**src/rtl/rv_wb_pkg.sv**
```systemverilog
// Shared encodings for the writeback stage: result sources, load funct3 codes
// and the writeback FSM state type.
package rv_wb_pkg;

    localparam logic [1:0] RS_ALU  = 2'b00;
    localparam logic [1:0] RS_LOAD = 2'b01;
    localparam logic [1:0] RS_PC4  = 2'b10;

    localparam logic [2:0] F3_LB  = 3'b000;
    localparam logic [2:0] F3_LH  = 3'b001;
    localparam logic [2:0] F3_LW  = 3'b010;
    localparam logic [2:0] F3_LBU = 3'b100;
    localparam logic [2:0] F3_LHU = 3'b101;

    typedef enum logic [0:0] {
        S_IDLE    = 1'b0,
        S_WAIT_LD = 1'b1
    } wb_state_e;

    // Widen a byte or halfword to 32 bits, replicating the top bit when signed.
    function automatic logic [31:0] extend_field(input logic [15:0] field,
                                                 input logic        is_half,
                                                 input logic        is_signed);
        logic fill;
        if (is_half) begin
            fill = is_signed & field[15];
            return {{16{fill}}, field};
        end
        fill = is_signed & field[7];
        return {{24{fill}}, field[7:0]};
    endfunction

endpackage

```
**src/rtl/load_extend.sv**
```systemverilog
// Selects the addressed byte/halfword of a raw memory word and sign- or
// zero-extends it according to the load funct3.
module load_extend
    import rv_wb_pkg::*;
(
    input  logic [2:0]  funct3_i,
    input  logic [1:0]  off_i,
    input  logic [31:0] word_i,
    output logic [31:0] data_o
);

    logic [7:0]  byte_sel;
    logic [15:0] half_sel;

    always_comb begin
        case (off_i)
            2'd0:    byte_sel = word_i[7:0];
            2'd1:    byte_sel = word_i[15:8];
            2'd2:    byte_sel = word_i[23:16];
            default: byte_sel = word_i[31:24];
        endcase
        // Halfword alignment uses off[1] only; off[0] faults are caught upstream.
        half_sel = off_i[1] ? word_i[31:16] : word_i[15:0];
    end

    always_comb begin
        case (funct3_i)
            F3_LB:   data_o = extend_field({8'd0, byte_sel}, 1'b0, 1'b1);
            F3_LBU:  data_o = extend_field({8'd0, byte_sel}, 1'b0, 1'b0);
            F3_LH:   data_o = extend_field(half_sel, 1'b1, 1'b1);
            F3_LHU:  data_o = extend_field(half_sel, 1'b1, 1'b0);
            default: data_o = word_i;
        endcase
    end

endmodule

```
**src/rtl/regfile_writeback.sv**
```systemverilog
// Writeback stage: retires MEM-stage results, waits for late load data and
// drives the registered register-file write triple (also the WB forward source).
module regfile_writeback
    import rv_wb_pkg::*;
#(
    parameter int MP_DATA_WIDTH = 32,
    parameter int MP_ADDR_WIDTH = 5,
    parameter int MP_LD_TIMEOUT = 15
) (
    input  logic                     iclk,
    input  logic                     irst_n,
    input  logic                     imem_valid,
    input  logic                     iflush,
    input  logic                     imem_regwrite,
    input  logic [MP_ADDR_WIDTH-1:0] imem_rd,
    input  logic [1:0]               imem_resultsrc,
    input  logic [2:0]               imem_funct3,
    input  logic [MP_DATA_WIDTH-1:0] imem_alu_result,
    input  logic [MP_DATA_WIDTH-1:0] imem_pcplus4,
    input  logic                     ild_valid,
    input  logic [MP_DATA_WIDTH-1:0] ild_data,
    output logic                     oready,
    output logic                     owen3,
    output logic [MP_ADDR_WIDTH-1:0] oa3,
    output logic [MP_DATA_WIDTH-1:0] owdata3,
    output logic                     oerr_ldto,
    output logic                     odbg_state
);

    // Handshake: an instruction transfers when imem_valid & oready & ~iflush at
    // a rising edge; oready depends on state only, never on the inputs.
    // ild_valid is a one-sided valid, looked at only while waiting for a load.

    localparam logic [7:0] TO_LAST = 8'(MP_LD_TIMEOUT - 1);

    wb_state_e                state_q, state_d;
    logic [7:0]               cnt_q, cnt_d;
    logic [MP_ADDR_WIDTH-1:0] ld_rd_q, ld_rd_d;
    logic                     ld_regwrite_q, ld_regwrite_d;
    logic [2:0]               ld_funct3_q, ld_funct3_d;
    logic [1:0]               ld_off_q, ld_off_d;
    logic                     wen_q, wen_d;
    logic [MP_ADDR_WIDTH-1:0] a3_q, a3_d;
    logic [MP_DATA_WIDTH-1:0] wdata_q, wdata_d;

    logic                     accept;
    logic                     ldto_hit;
    logic [MP_DATA_WIDTH-1:0] ld_ext;

    assign oready = (state_q == S_IDLE);
    assign accept = imem_valid & oready & ~iflush;

    load_extend u_load_extend (
        .funct3_i (ld_funct3_q),
        .off_i    (ld_off_q),
        .word_i   (ild_data),
        .data_o   (ld_ext)
    );

    always_comb begin
        state_d       = state_q;
        cnt_d         = cnt_q;
        ld_rd_d       = ld_rd_q;
        ld_regwrite_d = ld_regwrite_q;
        ld_funct3_d   = ld_funct3_q;
        ld_off_d      = ld_off_q;
        wen_d         = 1'b0;
        a3_d          = a3_q;
        wdata_d       = wdata_q;
        ldto_hit      = 1'b0;

        case (state_q)
            S_IDLE: begin
                if (accept) begin
                    if (imem_resultsrc == RS_LOAD) begin
                        ld_rd_d       = imem_rd;
                        ld_regwrite_d = imem_regwrite;
                        ld_funct3_d   = imem_funct3;
                        ld_off_d      = imem_alu_result[1:0];
                        cnt_d         = 8'd0;
                        state_d       = S_WAIT_LD;
                    end else if (imem_regwrite && (imem_rd != '0)) begin
                        // Reserved source 11 falls through to the ALU result.
                        wen_d   = 1'b1;
                        a3_d    = imem_rd;
                        wdata_d = (imem_resultsrc == RS_PC4) ? imem_pcplus4
                                                             : imem_alu_result;
                    end
                end
            end

            S_WAIT_LD: begin
                if (ild_valid) begin
                    state_d = S_IDLE;
                    if (ld_regwrite_q && (ld_rd_q != '0)) begin
                        wen_d   = 1'b1;
                        a3_d    = ld_rd_q;
                        wdata_d = ld_ext;
                    end
                end else if (cnt_q == TO_LAST) begin
                    ldto_hit = 1'b1;
                    state_d  = S_IDLE;
                end else begin
                    cnt_d = cnt_q + 8'd1;
                end
            end

            default: state_d = S_IDLE;
        endcase
    end

    always_ff @(posedge iclk or negedge irst_n) begin
        if (!irst_n) begin
            state_q       <= S_IDLE;
            cnt_q         <= 8'd0;
            ld_rd_q       <= '0;
            ld_regwrite_q <= 1'b0;
            ld_funct3_q   <= 3'd0;
            ld_off_q      <= 2'd0;
            wen_q         <= 1'b0;
            a3_q          <= '0;
            wdata_q       <= '0;
        end else begin
            state_q       <= state_d;
            cnt_q         <= cnt_d;
            ld_rd_q       <= ld_rd_d;
            ld_regwrite_q <= ld_regwrite_d;
            ld_funct3_q   <= ld_funct3_d;
            ld_off_q      <= ld_off_d;
            wen_q         <= wen_d;
            a3_q          <= a3_d;
            wdata_q       <= wdata_d;
        end
    end

    assign owen3      = wen_q;
    assign oa3        = a3_q;
    assign owdata3    = wdata_q;
    assign oerr_ldto  = ldto_hit;
    assign odbg_state = state_q;

endmodule

```
**config.mk**
```make
export PLATFORM = sky130hd
export DESIGN_NAME = regfile_writeback
export DESIGN_NICKNAME = d
export VERILOG_FILES = /design/src/rtl/rv_wb_pkg.sv /design/src/rtl/load_extend.sv /design/src/rtl/regfile_writeback.sv
export SDC_FILE = /design/constraint.sdc
export NUM_CORES = 1
export LEC_CHECK = 0
export ABC_AREA = 1
export BUFFER_PORTS_ARGS = -buffer_cell sky130_fd_sc_hd__clkbuf_2
export CAP_MARGIN = 20
export CORE_AREA = 4 4 81 140
export CTS_BUF_LIST = sky130_fd_sc_hd__clkbuf_2
export DETAILED_ROUTE_END_ITERATION = 7
export DIE_AREA = 0 0 85 144
export PLACE_DENSITY = 0.76
export SLEW_MARGIN = 15
export SYNTH_ARGS = -nofsm -noshare
export SYNTH_HDL_FRONTEND = slang
export SYNTH_HIERARCHICAL = 1
export SYNTH_SLANG_ARGS = --single-unit
```
**constraint.sdc**
```tcl
create_clock -name iclk -period 1.4 [get_ports iclk]
set_input_delay 0.28 -clock iclk [delete_from_list [all_inputs] [get_ports iclk]]
set_output_delay 0.28 -clock iclk [all_outputs]
set_load 0.005 [all_outputs]
```
# == Word level (Yosys, flattened, before mapping) ==
# Cells that the tools add are included.
# classes
add_sub_neg,1
n_eq_ne,16
muxes,39
bitwise_logic,4
reduce_logical,9
# op_table
cell,n
32-bit 2-to-1 mux,7
32-bit one-hot mux with 4 select lines,1
32-bit one-hot mux with 2 select lines,1
16-bit 2-to-1 mux,2
8-bit 2-to-1 mux,4
5-bit 2-to-1 mux,5
8-bit one-hot mux with 3 select lines,1
8-bit one-hot mux with 2 select lines,1
1-bit 2-to-1 mux,14
5-bit one-hot mux with 2 select lines,1
5-bit nonzero test,2
8-bit by 1-bit adder with 8-bit output (second input constant),1
8-bit by 4-bit equality test with 1-bit output (second input constant),1
2-bit by 1-bit != test with 1-bit output (second input constant),4
2-bit != test (second input constant),4
3-bit equality test (second input constant),2
5-bit AND reduction,1
2-bit by 1-bit equality test with 1-bit output (second input constant),2
2-bit equality test (second input constant),2
1-bit one-hot mux with 2 select lines,2
4-bit AND reduction,1
3-bit by 1-bit equality test with 1-bit output (second input constant),1
3-bit zero test,1
3-bit AND reduction,1
other kinds (4),7
# word_totals
register_bits,58
input_bits,112
out_inout_bits,41
word_cells,78

# == Depth between registers and ports, before layout ==
# Gate-level depths: netlist of run 1.
# logic_depth
ltp_word,7
mapped_depth,11
depth_no_buf,10

# == Modules after synthesis ==
# Netlist of run 1, hierarchy kept.
# modules_own_cells
module,n_inst,cells_per_inst,area_each_um2,seq_area_each_um2
regfile_writeback,1,460,3335.7,1451.4
load_extend,1,192,903.4,0.0

# == Least setup slack after synthesis of run 1 ==
# No wires, ideal clock.
# synth_path
path_type,register to register
startpoint,register ld_off_q[0]
endpoint,"register wdata_q[16], in the netlist owdata3[16]"
setup_ps,65
arrival_ps,1461
t_required_ps,1335
path_slack_ps,-126
path_stages_with_launch,12
path_buffers,2
period_less_slack_ps,1526
cell_sequence,dfrtp_1 buf_6 nor2_2 nand2_1 nand3_2 nand3_4 buf_6 nand3_1 nor2_1 a31oi_1 nand2_1 nand2_1
# synth_between
elab_chain_cells,6
word_cells_on_any_way,8
classes_between,2 x eq/ne; 5 x mux; 1 x reduce/logical
# synth_lines
element,line_no,text
"start, declared",regfile_writeback.sv:41,"logic [1:0] ld_off_q, ld_off_d;"
"start signal, assigned",regfile_writeback.sv:129,ld_off_q <= ld_off_d;
2-bit equality test (tied with other cells),load_extend.sv:16,case (off_i)
8-bit one-hot mux with 3 select lines *,load_extend.sv:16,
32-bit one-hot mux with 4 select lines *,load_extend.sv:27,case (funct3_i)
via ld_ext[16],regfile_writeback.sv:48,logic [MP_DATA_WIDTH-1:0] ld_ext;
32-bit 2-to-1 mux *,regfile_writeback.sv:95,if (ld_regwrite_q && (ld_rd_q != '0)) begin
32-bit 2-to-1 mux *,regfile_writeback.sv:93,if (ild_valid) begin
32-bit one-hot mux with 2 select lines *,regfile_writeback.sv:72,case (state_q)
"end signal, assigned",regfile_writeback.sv:132,wdata_q <= wdata_d;
"end, declared",regfile_writeback.sv:44,"logic [MP_DATA_WIDTH-1:0] wdata_q, wdata_d;"
# Mark *: on every way through the listed nets, which the timed path passes. The rest lies on a longest branch. The select of a mux whose other input is x is not followed.
# A chain may end at the register's enable or synchronous reset.

# == Worst setup path in the final report of run 1 ==
# layout_path
startpoint,register cnt_q[0]
endpoint,output oerr_ldto
# layout_between
elab_chain_cells,4
# layout_lines
element,line_no,text
"start, declared",regfile_writeback.sv:37,"logic [7:0] cnt_q, cnt_d;"
"start signal, assigned",regfile_writeback.sv:125,cnt_q <= cnt_d;
8-bit by 4-bit equality test with 1-bit output,regfile_writeback.sv:100,end else if (cnt_q == TO_LAST) begin
1-bit 2-to-1 mux,regfile_writeback.sv:100,
1-bit 2-to-1 mux,regfile_writeback.sv:93,
1-bit 2-to-1 mux,regfile_writeback.sv:72,
"end, declared",regfile_writeback.sv:26,"output logic oerr_ldto,"
# Every way passes these cells.

==> results.tsv, run 1 <==
stage	metric	value	unit
status	status	finished with violations	
status	violations	negative setup slack	
drt	wl_per_cell	18.9	um
setup_path	required	1.12	ns
drt	firstDrtPassIters	6	
pwr	power_density	1080	nW/um2
clock_tree	clock_path_buffers	2	
run	cap_violations	0	
floorplan	die_w	85	um
logic_synthesis	synth_area_per_cell	6.50	um2
sta	max_freq	522	MHz
sta	rsz0062_at_grt	true	
sta	setup_ws	-0.515	ns
drt	drc	0	
sta	min_period	1.91	ns
clock_tree	cts_root_buf	clkbuf_2	
finish	drive_gt1_frac	0.457	
setup_path	cp_data_arrival_time	1.63	ns
setup_path	critical-path-slowest-cell	dfrtp_1	
sta	setup-tns-final	-9.90	ns
sta	setup_viol	34	
clock_tree	clock_sinks	58	
logic_synthesis	synth-seq-area-share	0.342	
logic_synthesis	yosysTopAreaCell	dfrtp_1	
global_routing	grt_max_degree	59	
global_routing	grt-ovfl-total	0	
placement	place_congestion	0.902	
drt	antenna_left	0	
finish	final_nets	982	
drt	finalWirelength	19000	um
pwr	ir_drop	0.000728	V
floorplan	die-area	12200	um2
setup_path	slowest_delay	0.42	ns
sta	slew-limit-headroom	0.732	
drt	via_count	5820	
drt	drtIter0Drc	655	
setup_path	end_kind	output pin	
placement	place_worst_setup_slack	-0.231	ns
placement	place.detailed.hpwl	11800	um
pwr	total_power	7.35	mW
global_routing	grt_usage	0.270	
logic_synthesis	synthCells	652	
sta	finClkSkew	0.0315	ns
global_routing	grt_pass1_vias	5272	
sta	hold_viol	0	
drt	viasPerCell	5.81	
floorplan	std_cell_rows	49	
logic_synthesis	synth-seq-cells	58	
logic_synthesis	synth.cell_area	4240	um2
floorplan	die_y	144	um
global_routing	antenna_found_initial	1	
setup_path	crit_chain	inv_2, ha_4, nand2_4, nor2_4, nand3_2, nor2_1, buf_2	
logic_synthesis	netlist.area_leader.share	0.342	
logic_synthesis	synth.distinct_cells	25	
setup_path	reg2regPathDepth	10	
clock_tree	cts_tree	built	
logic_synthesis	yosys_warnings	6	
worst_hold_path	worst_hold_path.endpoint	owdata3[13]	
worst_hold_path	min-delay-start	imem_alu_result[13]	
global_routing	grt_pass1_wl	26100	um
floorplan	coreArea	10200	um2
logic_synthesis	synth_fp_nets	766	
setup_path	crit_type	reg -> out	
setup_path	cp_max_fo	2	
sta	worst_slew_pin_slew	0.401	ns
setup_path	regToRegStartpoint	ld_funct3_q[0]	
worst_hold_path	holdPathStages	5	
finish	syn2layout_area_growth	61.3	%
setup_path	reg2reg_slack	-0.36	ns
clock_tree	htree_num_levels	3	
logic_synthesis	ys_top_cells_by_area	dfrtp_1 34%, nand2_1 20%, nand3_1 14%	
clock_tree	clk_pin_slew	0.20	ns
clock_tree	clkLatencyLatePin	0.54	ns
sta	drv_slew	0	
logic_synthesis	async_flop_share	1.00	
floorplan	start_util	0.414	
clock_tree	cts_buffers	9	
worst_hold_path	hold_path.class	in -> reg	
setup_path	critPathLaunchType	flip-flop	
pwr	static-leakage-power	3.57	nW
floorplan	io_pins	153	
logic_synthesis	synth-edff-count	0	
placement	port-buffer-count	152	
sta	layout_worst_path_cycle_share	1.37	
logic_synthesis	synth-main-ff-cell	dfrtp_1	
setup_path	rr_endpoint	owdata3[20]	
[through the flow]
step | area, um2 | hold WS [ns] | std cells | utilization
finish | 6840 | 0.0297 | 1001 | 0.668
global route | 6840 | 0.0224 | 1001 | 0.668
CTS | 6170 | 0.00797 | 978 | 0.603
detailed placement | 5380 | 0.310 | 937 | 0.525
global placement | 5380 | 0.310 | 937 | 0.525
floorplan | 4290 | -0.0156 | 652 | -
[worst max-delay path: cells and delay by family, from the launching register on]
| family | cells | cell delay (ns) |
|---|---|---|
| AND/OR/NAND/NOR | 4 | 0.37 |
| buffers and inverters | 2 | 0.19 |
| flip-flops | 1 | 0.42 |
| adder cells (fa/ha/maj) | 1 | 0.13 |
[kinds of logic (layout without fill, tap and decap cells)]
group / after synthesis / in the layout / synth area share
AO/OA/AOI/OAI: 76 / 76 / 0.102
adder cells (fa/ha/maj): 2 / 2 / 0.00590
flip-flops: 58 / 58 / 0.342
XOR/XNOR: 2 / 2 / 0.00413
other: 0 / 1 / 0
AND/OR/NAND/NOR: 440 / 442 / 0.448
buffers and inverters: 74 / 293 / 0.0983
[repair_timing]
| item | 4_1_cts | 5_1_grt |
|---|---|---|
| endpoints found under the setup margin | 49 | 58 |
| gates resized for setup | 116 | 99 |
| pin swaps | 64 | 72 |
| endpoints found under the hold margin | 66 | 0 |
| hold buffers | 9 | 0 |
| buffers inserted | 13 | 19 |
| cloned | 5 | 5 |
[per-layer routing]
| metal | up-vias | GRT usage | routed length, um |
|---|---|---|---|
| li1 | 2585 | - | - |
| met1 | 2652 | 0.303 | 6150 |
| met2 | 432 | 0.459 | 9490 |
| met3 | 151 | 0.0490 | 1700 |
| met4 | 0 | 0.185 | 1600 |
| met5 | - | 0 | 0 |
[synthesized netlist by cell type, types with 3 or more instances]
library cell    n
dfrtp_1        58
buf_2          12
o21ai_1         7
clkbuf_1       15
buf_6          13
o21ai_0        33
nor2_1         74
a31oi_1        32
o211ai_1        3
nand3_2         6
inv_1          25
nand2_1       229
inv_2           3
nor2_2          4
nand2_2         5
buf_4           5
nand3_1       117
[worst max-delay path by stage]
stage,startpoint,endpoint,slack [ns],cells past startpoint
2_1_floorplan,ld_off_q[0],owdata3[18],-0.05,11
3_3_place_gp,ld_off_q[1],owdata3[16],-0.22,11
3_5_place_dp,ld_off_q[1],owdata3[20],-0.23,11
4_1_cts,cnt_q[0],oerr_ldto,-0.58,7
5_1_grt,cnt_q[0],oerr_ldto,-0.61,7
6_report,cnt_q[0],oerr_ldto,-0.51,7
[power by group]
group / switching, mW / total [mW] / internal, mW
clock: 0.682 / 1.09 / 0.408
sequential: 0.300 / 2.34 / 2.04
combinational: 2.11 / 3.92 / 1.81
[flip-flops by register name (all words and copies together), names as in the netlist, 2 cells and up]
register	count
oa3	5
ld_rd_q	5
ld_funct3_q	3
ld_off_q	2
cnt_q	8
owdata3	32
[layout make-up]
cell class	instances	area (um2)
fill	823	3400
multi-input combinational	522	3160
timing repair buffer	248	1830
sequential	58	1460
tap	127	159
inverter	29	121
clock inverter	6	57.6
clock buffer	10	50.0
antenna	1	2.50
[placed cells by master, fill, tap and decap left out, types with 3 or more instances in the layout]
| cell | count |
|---|---|
| clkbuf_16 | 4 |
| clkbuf_2 | 161 |
| buf_16 | 3 |
| nand2_2 | 21 |
| nor2_2 | 22 |
| o211ai_1 | 3 |
| nand2_4 | 8 |
| inv_1 | 23 |
| dfrtp_2 | 5 |
| buf_4 | 50 |
| o21ai_2 | 8 |
| nand3_1 | 79 |
| inv_2 | 3 |
| buf_6 | 19 |
| dlygate4sd3_1 | 9 |
| nand3_4 | 23 |
| buf_8 | 3 |
| nand2_8 | 3 |
| nor2_4 | 19 |
| clkinv_2 | 3 |
| nand3_2 | 23 |
| a31oi_1 | 31 |
| nor2_1 | 37 |
| nand2_1 | 203 |
| buf_12 | 8 |
| dfrtp_1 | 53 |
| o21ai_0 | 19 |
| o21ai_1 | 11 |
Note: power is estimated with default switching activity, not from simulation.
==> run 2: changes to the inputs <==
--- a/config.mk
+++ b/config.mk
@@ -6,13 +6,13 @@
 export NUM_CORES = 1
 export LEC_CHECK = 0
 export ABC_AREA = 1
-export BUFFER_PORTS_ARGS = -buffer_cell sky130_fd_sc_hd__clkbuf_2
 export CAP_MARGIN = 20
 export CORE_AREA = 4 4 81 140
 export CTS_BUF_LIST = sky130_fd_sc_hd__clkbuf_2
 export DETAILED_ROUTE_END_ITERATION = 7
 export DIE_AREA = 0 0 85 144
-export PLACE_DENSITY = 0.76
+export DONT_BUFFER_PORTS = 1
+export PLACE_DENSITY = 0.63
 export SLEW_MARGIN = 15
 export SYNTH_ARGS = -nofsm -noshare
 export SYNTH_HDL_FRONTEND = slang
==> run 2 against run 1 <==
Against the previous run: the flow still finishes with violations (negative setup slack); via count down 7.3%; worst hold slack improved by 0.011 ns; clock power down 17%; sequential share of layout area is 0.67 points higher; die area did not move; largest power group unchanged.
==> results.tsv, run 2 (synthesis gave the netlist of run 1 again) <==
stage	metric	value	unit
sta	slew-limit-headroom	0.728	
drt	via_count	5397	
floorplan	die_w	85	um
status	violations	negative setup slack	
sta	finClkSkew	0.0417	ns
setup_path	cp_max_fo	2	
floorplan	io_pins	153	
sta	layout_worst_path_cycle_share	1.34	
pwr	total_power	6.61	mW
finish	drive_gt1_frac	0.285	
sta	min_period	1.88	ns
clock_tree	clk_pin_slew	0.18	ns
clock_tree	cts_root_buf	clkbuf_2	
sta	worst_slew_pin_slew	0.407	ns
worst_hold_path	hold_path.class	in -> reg	
floorplan	coreArea	10200	um2
global_routing	grt_pass1_wl	27400	um
placement	port-buffer-count	0	
placement	place_area	4600	um2
finish	largest_reg_flops	32	
global_routing	grt_usage	0.286	
finish	fillers	837	
sta	max_freq	531	MHz
clock_tree	cts_buffers	9	
setup_path	required	1.12	ns
finish	final_cells	922	
placement	dp.cells	783	
finish	syn2layout_area_growth	56.1	%
setup_path	end_kind	output pin	
sta	hold_viol	0	
setup_path	critPathLaunchType	flip-flop	
finish	final_common_cell	nand2_1	
finish	final_nets	902	
floorplan	std_cell_rows	49	
pwr	combPwrFrac	0.492	
pwr	internal-power	3.80	mW
sta	drv_slew	0	
global_routing	antenna_found_initial	2	
setup_path	cp_data_arrival_time	1.60	ns
setup_path	crit_type	reg -> out	
clock_tree	clock_path_buffers	2	
pwr	switchingPower	2.81	mW
pwr	power_frac_clock	0.137	
placement	place_congestion	0.954	
pwr	p_seq_frac	0.371	
global_routing	grt_pass1_vias	5392	
clock_tree	clock_sinks	58	
drt	drtIter0Drc	370	
status	status	finished with violations	
clock_tree	htree_num_levels	3	
sta	setup_ws	-0.482	ns
floorplan	die_y	144	um
drt	viasPerCell	5.85	
floorplan	start_util	0.414	
drt	drc	0	
floorplan	die-area	12200	um2
drt	finalWirelength	18400	um
clock_tree	clkLatencyLatePin	0.52	ns
drt	firstDrtPassIters	6	
global_routing	grt_max_degree	59	
drt	wl_per_cell	20.0	um
run	cap_violations	0	
pwr	power_density	999	nW/um2
clock_tree	cts_tree	built	
pwr	p_sw_frac	0.426	
finish	layout_common_cells	200 x nand2_1, 89 x dlygate4sd3_1, 85 x nand3_1, 55 x dfrtp_1	
finish	final_cell_area	6620	um2
sta	whs	0.0404	ns
global_routing	grt-ovfl-total	0	
pwr	static-leakage-power	3.16	nW
sta	rsz0062_at_grt	true	
pwr	ir_drop	0.000646	V
sta	setup_viol	47	
placement	place.detailed.hpwl	11500	um
drt	antenna_left	0	
==> run 2: cell type report <==
| class | count | area, um2 | share of cell area |
|---|---|---|---|
| inverters | 29 | 119 | 0.0180 |
| diodes | 2 | 5.00 | 0.000756 |
| clock buffers | 10 | 50.0 | 0.00756 |
| repair buffers | 168 | 1770 | 0.267 |
| multi-input cells | 522 | 3030 | 0.457 |
| clock inverters | 6 | 33.8 | 0.00510 |
| flip-flops and latches | 58 | 1460 | 0.220 |
| well taps | 127 | 159 | 0.0240 |
==> run 2: worst max-delay path: stages (launching register included) <==
cell and delay [ns]:
dfrtp_1 0.43, inv_2 0.09, ha_4 0.14, nand2_4 0.04, nor2_4 0.11, nand3_2 0.09, buf_6 0.13, nor2_4 0.07
==> run 2: path summary, 6_finish.rpt <==
check / start / endpoint / slack [ns] / cells past startpoint
setup / recovery: cnt_q[0] / oerr_ldto / -0.48 / 7
hold / removal: imem_pcplus4[3] / owdata3[3] / 0.04 / 4
setup reg to reg: ld_off_q[0] / owdata3[9] / -0.37 / 11
hold reg to reg: ld_rd_q[4] / ld_rd_q[4] / 0.53 / 2
max in group asynchronous: irst_n / odbg_state / 0.86 / 2
min in group asynchronous: irst_n / owdata3[6] / 0.23 / 2
==> run 2: power by group through the flow <==
| stage | combinational (mW) | clock [mW] | sequential (mW) |
|---|---|---|---|
| final | 3.25 | 0.905 | 2.45 |
| after global routing | 3.51 | 1.03 | 2.49 |
| after CTS | 2.95 | 0.929 | 2.44 |
| after detailed placement | 1.94 | 0 | 2.47 |
| after global placement | 1.90 | 0 | 2.46 |
| after floorplan | 1.41 | 0 | 2.32 |
==> run 2: stage by stage <==
step | util | setup WS, ns | TNS (ns)
after floorplan | - | -0.0537 | -0.941
after global placement | 0.449 | -0.214 | -5.31
after detailed placement | 0.449 | -0.275 | -6.73
after CTS | 0.614 | -0.528 | -7.69
after global routing | 0.646 | -0.605 | -13.41
final | 0.646 | -0.482 | -9.55
==> run 2: metal layers <==
metal | global-route usage | vias to the layer above | wire length (um)
met2 | 0.482 | 351 | 9260
met3 | 0.0986 | 124 | 1710
met4 | 0.211 | 0 | 1460
met5 | 0 | - | 0
met1 | 0.291 | 2493 | 5970
li1 | - | 2429 | -
==> run 2: timing repair <==
action / in CTS / in global routing
resized for setup: 114 / 80
pin swaps: 65 / 74
setup endpoints to repair: 43 / 49
hold buffers: 88 / 2
cloned: 5 / 2
buffers inserted: 27 / 11
hold endpoints to repair: 105 / 2
